==> src/rtl/apb_bank_master.sv <==
// apb_bank_master: two-port round-robin APB master for the GPIO expander register banks.
// Port A and port B requests are arbitrated, then one SETUP/ACCESS transfer is run
// with a one-hot bank select; completion is a one-cycle ack with err and read data.
// Define APB_TIMEOUT_EN to abort an ACCESS phase after TIMEOUT_CYCLES cycles without pready.
module apb_bank_master #(
    parameter int BANK_ADDR      = 2,
    parameter int DATA_WIDTH     = 8,
    parameter int ADDR_WIDTH     = 3,
    parameter int TIMEOUT_CYCLES = 16
) (
    input  logic                  pclk,
    input  logic                  preset,
    input  logic                  a_req,
    input  logic                  a_write,
    input  logic [BANK_ADDR-1:0]  a_bank,
    input  logic [ADDR_WIDTH-1:0] a_addr,
    input  logic [DATA_WIDTH-1:0] a_wdata,
    output logic                  a_ack,
    output logic [DATA_WIDTH-1:0] a_rdata,
    output logic                  a_err,
    input  logic                  b_req,
    input  logic                  b_write,
    input  logic [BANK_ADDR-1:0]  b_bank,
    input  logic [ADDR_WIDTH-1:0] b_addr,
    input  logic [DATA_WIDTH-1:0] b_wdata,
    output logic                  b_ack,
    output logic [DATA_WIDTH-1:0] b_rdata,
    output logic                  b_err,
    output logic [BANK_ADDR-1:0]  psel,
    output logic                  penable,
    output logic                  pwrite,
    output logic [ADDR_WIDTH-1:0] paddr,
    output logic [DATA_WIDTH-1:0] pwdata,
    input  logic [DATA_WIDTH-1:0] prdata,
    input  logic                  pready
);

    if (TIMEOUT_CYCLES < 1) begin : g_bad_timeout
        $error("TIMEOUT_CYCLES must be at least 1");
    end

    typedef enum logic [1:0] {IDLE, SETUP, ACCESS, DONE} state_e;

    state_e                state_q, state_d;
    logic                  gnt_q, gnt_d;     // port being served: 0 = A, 1 = B
    logic                  last_q, last_d;   // last granted port, loses the next tie
    logic                  wr_q, wr_d;
    logic [BANK_ADDR-1:0]  bank_q, bank_d;
    logic [ADDR_WIDTH-1:0] addr_q, addr_d;
    logic [DATA_WIDTH-1:0] wdata_q, wdata_d;
    logic                  done_err;         // err reported by the completion being entered

    logic [BANK_ADDR-1:0]  psel_q, psel_d;
    logic                  penable_q, penable_d;
    logic                  pwrite_q, pwrite_d;
    logic [ADDR_WIDTH-1:0] paddr_q, paddr_d;
    logic [DATA_WIDTH-1:0] pwdata_q, pwdata_d;
    logic                  a_ack_q, a_ack_d, b_ack_q, b_ack_d;
    logic                  a_err_q, a_err_d, b_err_q, b_err_d;
    logic [DATA_WIDTH-1:0] a_rdata_q, a_rdata_d, b_rdata_q, b_rdata_d;
    logic                  bus_on;
    logic                  rd_cap;

`ifdef APB_TIMEOUT_EN
    localparam int CNT_W = $clog2(TIMEOUT_CYCLES + 1);
    logic [CNT_W-1:0]      cnt_q, cnt_d;
`endif

    // State register and latched command
    always_ff @(posedge pclk) begin
        if (preset) begin
            state_q <= IDLE;
            gnt_q   <= 1'b0;
            last_q  <= 1'b1;
            wr_q    <= 1'b0;
            bank_q  <= '0;
            addr_q  <= '0;
            wdata_q <= '0;
`ifdef APB_TIMEOUT_EN
            cnt_q   <= '0;
`endif
        end else begin
            state_q <= state_d;
            gnt_q   <= gnt_d;
            last_q  <= last_d;
            wr_q    <= wr_d;
            bank_q  <= bank_d;
            addr_q  <= addr_d;
            wdata_q <= wdata_d;
`ifdef APB_TIMEOUT_EN
            cnt_q   <= cnt_d;
`endif
        end
    end

    // Next state: arbitration and command capture in IDLE, transfer sequencing after
    always_comb begin
        state_d  = state_q;
        gnt_d    = gnt_q;
        last_d   = last_q;
        wr_d     = wr_q;
        bank_d   = bank_q;
        addr_d   = addr_q;
        wdata_d  = wdata_q;
        done_err = 1'b0;
`ifdef APB_TIMEOUT_EN
        cnt_d    = cnt_q;
`endif
        unique case (state_q)
            IDLE: begin
                if (a_req || b_req) begin
                    gnt_d   = (a_req && b_req) ? ~last_q : b_req;
                    last_d  = gnt_d;
                    wr_d    = gnt_d ? b_write : a_write;
                    bank_d  = gnt_d ? b_bank  : a_bank;
                    addr_d  = gnt_d ? b_addr  : a_addr;
                    wdata_d = gnt_d ? b_wdata : a_wdata;
                    if ($onehot(bank_d)) begin
                        state_d = SETUP;
                    end else begin
                        state_d  = DONE;
                        done_err = 1'b1;
                    end
                end
            end
            SETUP: begin
                state_d = ACCESS;
`ifdef APB_TIMEOUT_EN
                cnt_d   = '0;
`endif
            end
            ACCESS: begin
                if (pready) begin
                    state_d = DONE;
`ifdef APB_TIMEOUT_EN
                // cnt_q counts completed waiting cycles, so this edge makes it TIMEOUT_CYCLES
                end else if (cnt_q == CNT_W'(TIMEOUT_CYCLES - 1)) begin
                    state_d  = DONE;
                    done_err = 1'b1;
                end else begin
                    cnt_d = cnt_q + 1'b1;
`endif
                end
            end
            DONE:    state_d = IDLE;
            default: state_d = IDLE;
        endcase
    end

    // Output next values, derived from the state being entered so every output is registered
    always_comb begin
        bus_on    = (state_d == SETUP) || (state_d == ACCESS);
        psel_d    = bus_on ? bank_d : '0;
        penable_d = (state_d == ACCESS);
        pwrite_d  = bus_on & wr_d;
        paddr_d   = bus_on ? addr_d  : '0;
        pwdata_d  = bus_on ? wdata_d : '0;
        a_ack_d   = (state_d == DONE) && !gnt_d;
        b_ack_d   = (state_d == DONE) &&  gnt_d;
        a_err_d   = a_ack_d ? done_err : a_err_q;
        b_err_d   = b_ack_d ? done_err : b_err_q;
        rd_cap    = (state_q == ACCESS) && pready && !wr_q;
        a_rdata_d = (rd_cap && !gnt_q) ? prdata : a_rdata_q;
        b_rdata_d = (rd_cap &&  gnt_q) ? prdata : b_rdata_q;
    end

    // Output registers
    always_ff @(posedge pclk) begin
        if (preset) begin
            psel_q    <= '0;
            penable_q <= 1'b0;
            pwrite_q  <= 1'b0;
            paddr_q   <= '0;
            pwdata_q  <= '0;
            a_ack_q   <= 1'b0;
            b_ack_q   <= 1'b0;
            a_err_q   <= 1'b0;
            b_err_q   <= 1'b0;
            a_rdata_q <= '0;
            b_rdata_q <= '0;
        end else begin
            psel_q    <= psel_d;
            penable_q <= penable_d;
            pwrite_q  <= pwrite_d;
            paddr_q   <= paddr_d;
            pwdata_q  <= pwdata_d;
            a_ack_q   <= a_ack_d;
            b_ack_q   <= b_ack_d;
            a_err_q   <= a_err_d;
            b_err_q   <= b_err_d;
            a_rdata_q <= a_rdata_d;
            b_rdata_q <= b_rdata_d;
        end
    end

    assign psel    = psel_q;
    assign penable = penable_q;
    assign pwrite  = pwrite_q;
    assign paddr   = paddr_q;
    assign pwdata  = pwdata_q;
    assign a_ack   = a_ack_q;
    assign b_ack   = b_ack_q;
    assign a_err   = a_err_q;
    assign b_err   = b_err_q;
    assign a_rdata = a_rdata_q;
    assign b_rdata = b_rdata_q;

endmodule

==> config.mk <==
export PLATFORM = sky130hd
export DESIGN_NAME = apb_bank_master
export DESIGN_NICKNAME = d
export VERILOG_FILES = /design/src/rtl/apb_bank_master.sv
export SDC_FILE = /design/constraint.sdc
export NUM_CORES = 1
export LEC_CHECK = 0
export ABC_AREA = 1
export BUFFER_PORTS_ARGS = -buffer_cell sky130_fd_sc_hd__buf_2
export CAP_MARGIN = 15
export CORE_ASPECT_RATIO = 0.8
export CORE_UTILIZATION = 52
export CTS_CLUSTER_DIAMETER = 150
export DETAILED_ROUTE_END_ITERATION = 7
export GPL_TIMING_DRIVEN = 0
export PLACE_DENSITY = 0.79
export SLEW_MARGIN = 20
export SYNTH_ARGS = -nofsm -noshare
export SYNTH_HDL_FRONTEND = slang
export SYNTH_SLANG_ARGS = --single-unit
==> constraint.sdc <==
create_clock -name pclk -period 3.5 [get_ports pclk]
set_input_delay 0.35 -clock pclk [delete_from_list [all_inputs] [get_ports pclk]]
set_output_delay 0.35 -clock pclk [all_outputs]
set_load 0.05 [all_outputs]
==> flow_summary.yaml <==
timing:
  finClkSkew_ns: 0.0141
  final_max_slew_viol_count: 0
  tightest_slew_ns: 0.530
  post-route-period-util_pct: 64.3
  postLayoutSetupSlackWorst_ns: 1.25
  finalSetupViolations: 0
  grt_setup_unrepaired: "no"
  period_needed_ns: 2.25
  max_freq_ghz: 0.445
  slew_headroom_pct: 64.5
  fin_tns_setup_ns: 0
  hold_violations: 0
synth:
  async_reset_ff_share_pct: 0
  synth_top_area_cell: "dfxtp_1"
  ys_top_cells_by_area: "dfxtp_1 51%, nor2_1 11%, nand2_1 9.0%"
  ys_seq_area_share_pct: 50.7
  netlist_area_um2: 2090
  ys_seq_elements: 53
  synth.top_cells.by_count: "59 x nor2_1, 53 x dfxtp_1, 50 x nand2_1"
  synth_edf_count: 0
  ys_types: 25
  syn_nets: 324
  synthesis.instances: 279
  yosys_most_used_dff: "dfxtp_1"
  ys_warn_count: 0
  avgSynthCellArea_um2: 7.50
  synth_top_area_share_pct: 50.7
  synth_most_common_cell: "nor2_1"
setup_path:
  end_kind: "register"
  path_max_fanout: 10
  critPathArrivalTime_ns: 2.43
  cp-start-kind: "register"
  criticalPathCategory: "register to register"
  cp_data_required_time_ns: 3.68
route:
  drtIter0Drc: 110
  vias_per_cell: 4.75
  routed_wl_um: 4550
  wire_per_inst_um: 10.9
  num_vias: 1976
  ant_nets: 0
  route.detailed.drc: 0
  dr.pass1.iters: 4
clocking:
  clkSinkCount: 53
  clk_latency_ns: 0.30
  clkTransAtPathRegs_ns: 0.10
  cts_buffers: 5
  cts_tree: "built"
  h-tree-depth: 2
  post_cts_buffers: 0
  clock-root-buffer: "clkbuf_8"
  cts_resized: 0
  cts.path.max_buffers: 2
  ctsHoldBuffers: 0
pwr:
  ir_drop_mv: 0.488
  p_per_area_nw_per_um2: 810
  power_mw: 2.13
  p_leak_nw: 1.34
outcome:
  status: "completed"
grt:
  grt_max_degree: 18
  grt_overflow_total: 0
  grt_pass1_wl_um: 7750
  grt_pass1_vias: 1789
  antenna_found_initial: 0
  track_usage_pct: 23.4
placement:
  io_buffers: 74
  dpl_worst_slack_ns: 1.17
  placed_area_um2: 2530
  dp_hpwl_um: 3410
  dp_cells: 408
  gp_congestion: 0.767
die:
  initial_utilization_pct: 54.7
  rows: 20
  core_area_um2: 3830
  io_pins: 76
  die_area_um2: 4280
  die_y_um: 58.8
  die-width_um: 72.9
finish:
  nets: 405
  area_delta_synth_final_pct: 25.7
  stdcell_count: 416
  drive_above_1_share_pct: 26.9
  insertedDiodeCount: 0
  design_area_um2: 2630
  fill_cells: 347
run:
  drv_cap: 0
hold_path:
  hold_path_class: "primary input to register"
==> cell type report <==
cell class	instances	area, µm²	area share, %
Clock inverter	2	16.3	0.618
Tap cell	55	68.8	2.62
Sequential cell	53	1060	40.3
Buffer	10	56.3	2.14
Multi-Input combinational cell	185	860	32.7
Clock buffer	6	82.6	3.14
Inverter	31	116	4.42
Timing Repair Buffer	74	370	14.1
==> metal layers <==
| metal | wire length [µm] | vias up | track usage (%) |
|---|---|---|---|
| met4 | 36 | 0 | 5.88 |
| met1 | 2180 | 874 | 31.2 |
| li1 | - | 1035 | - |
| met2 | 2070 | 61 | 39.0 |
| met3 | 264 | 6 | 5.31 |
| met5 | 0 | - | 0 |
==> stage by stage <==
step | utilization (%) | hold WS (ns)
global route | 68.7 | 0.304
floorplan | - | 0.429
CTS | 68.7 | 0.281
detailed placement | 66.1 | 0.454
global placement | 66.1 | 0.447
finish | 68.7 | 0.281
==> final timing paths <==
check	slack, ns	start	cells past startpoint	endpoint
setup reg to reg	1.25	state_q[0]	10	paddr[0]
setup / recovery	1.25	state_q[0]	10	paddr[0]
hold / removal	0.28	prdata[0]	3	a_rdata[0]
hold reg to reg	0.47	b_rdata[7]	2	b_rdata[7]
==> placed cells by master, fill, tap and decap left out, types with 3 or more instances in the layout <==
master | Yosys | final
nand2_1 | 50 | 50
o21ai_0 | 24 | 24
a21oi_1 | 12 | 12
o21ai_1 | 10 | 10
inv_1 | 29 | 29
nor2_1 | 59 | 59
ha_1 | 4 | 4
dfxtp_1 | 53 | 53
clkbuf_1 | 3 | 3
clkbuf_8 | 0 | 6
nand3_1 | 15 | 15
buf_2 | 3 | 77
==> sequential cells by signal, indices dropped and copies added, names as in the netlist, 2 cells and up <==
name	flops
b_rdata	8
psel	2
wdata_q	8
addr_q	3
a_rdata	8
bank_q	2
pwdata	8
state_q	2
paddr	3
==> logic make-up after synthesis <==
group	Yosys count	synth area share, %
buffers and inverters	41	8.25
adder cells (fa/ha/maj)	4	2.39
AND/OR/NAND/NOR	133	27.0
flip-flops	53	50.7
AO/OA/AOI/OAI	48	11.7
==> where the power goes <==
part	internal [mW]	switching (mW)
logic	0.258	0.713
clock network	0.163	0.197
registers	0.751	0.0486
==> worst max-delay path: stages, from the launching register on <==
cell and delay, ns:
dfxtp_1 0.33, inv_1 0.08, ha_1 0.27, inv_1 0.13, a21oi_1 0.15, o21a_1 0.17
inv_1 0.05, ha_1 0.28, nand2_1 0.14, clkbuf_1 0.41, nor2_1 0.11
Note: power is estimated with default switching activity, not from simulation.
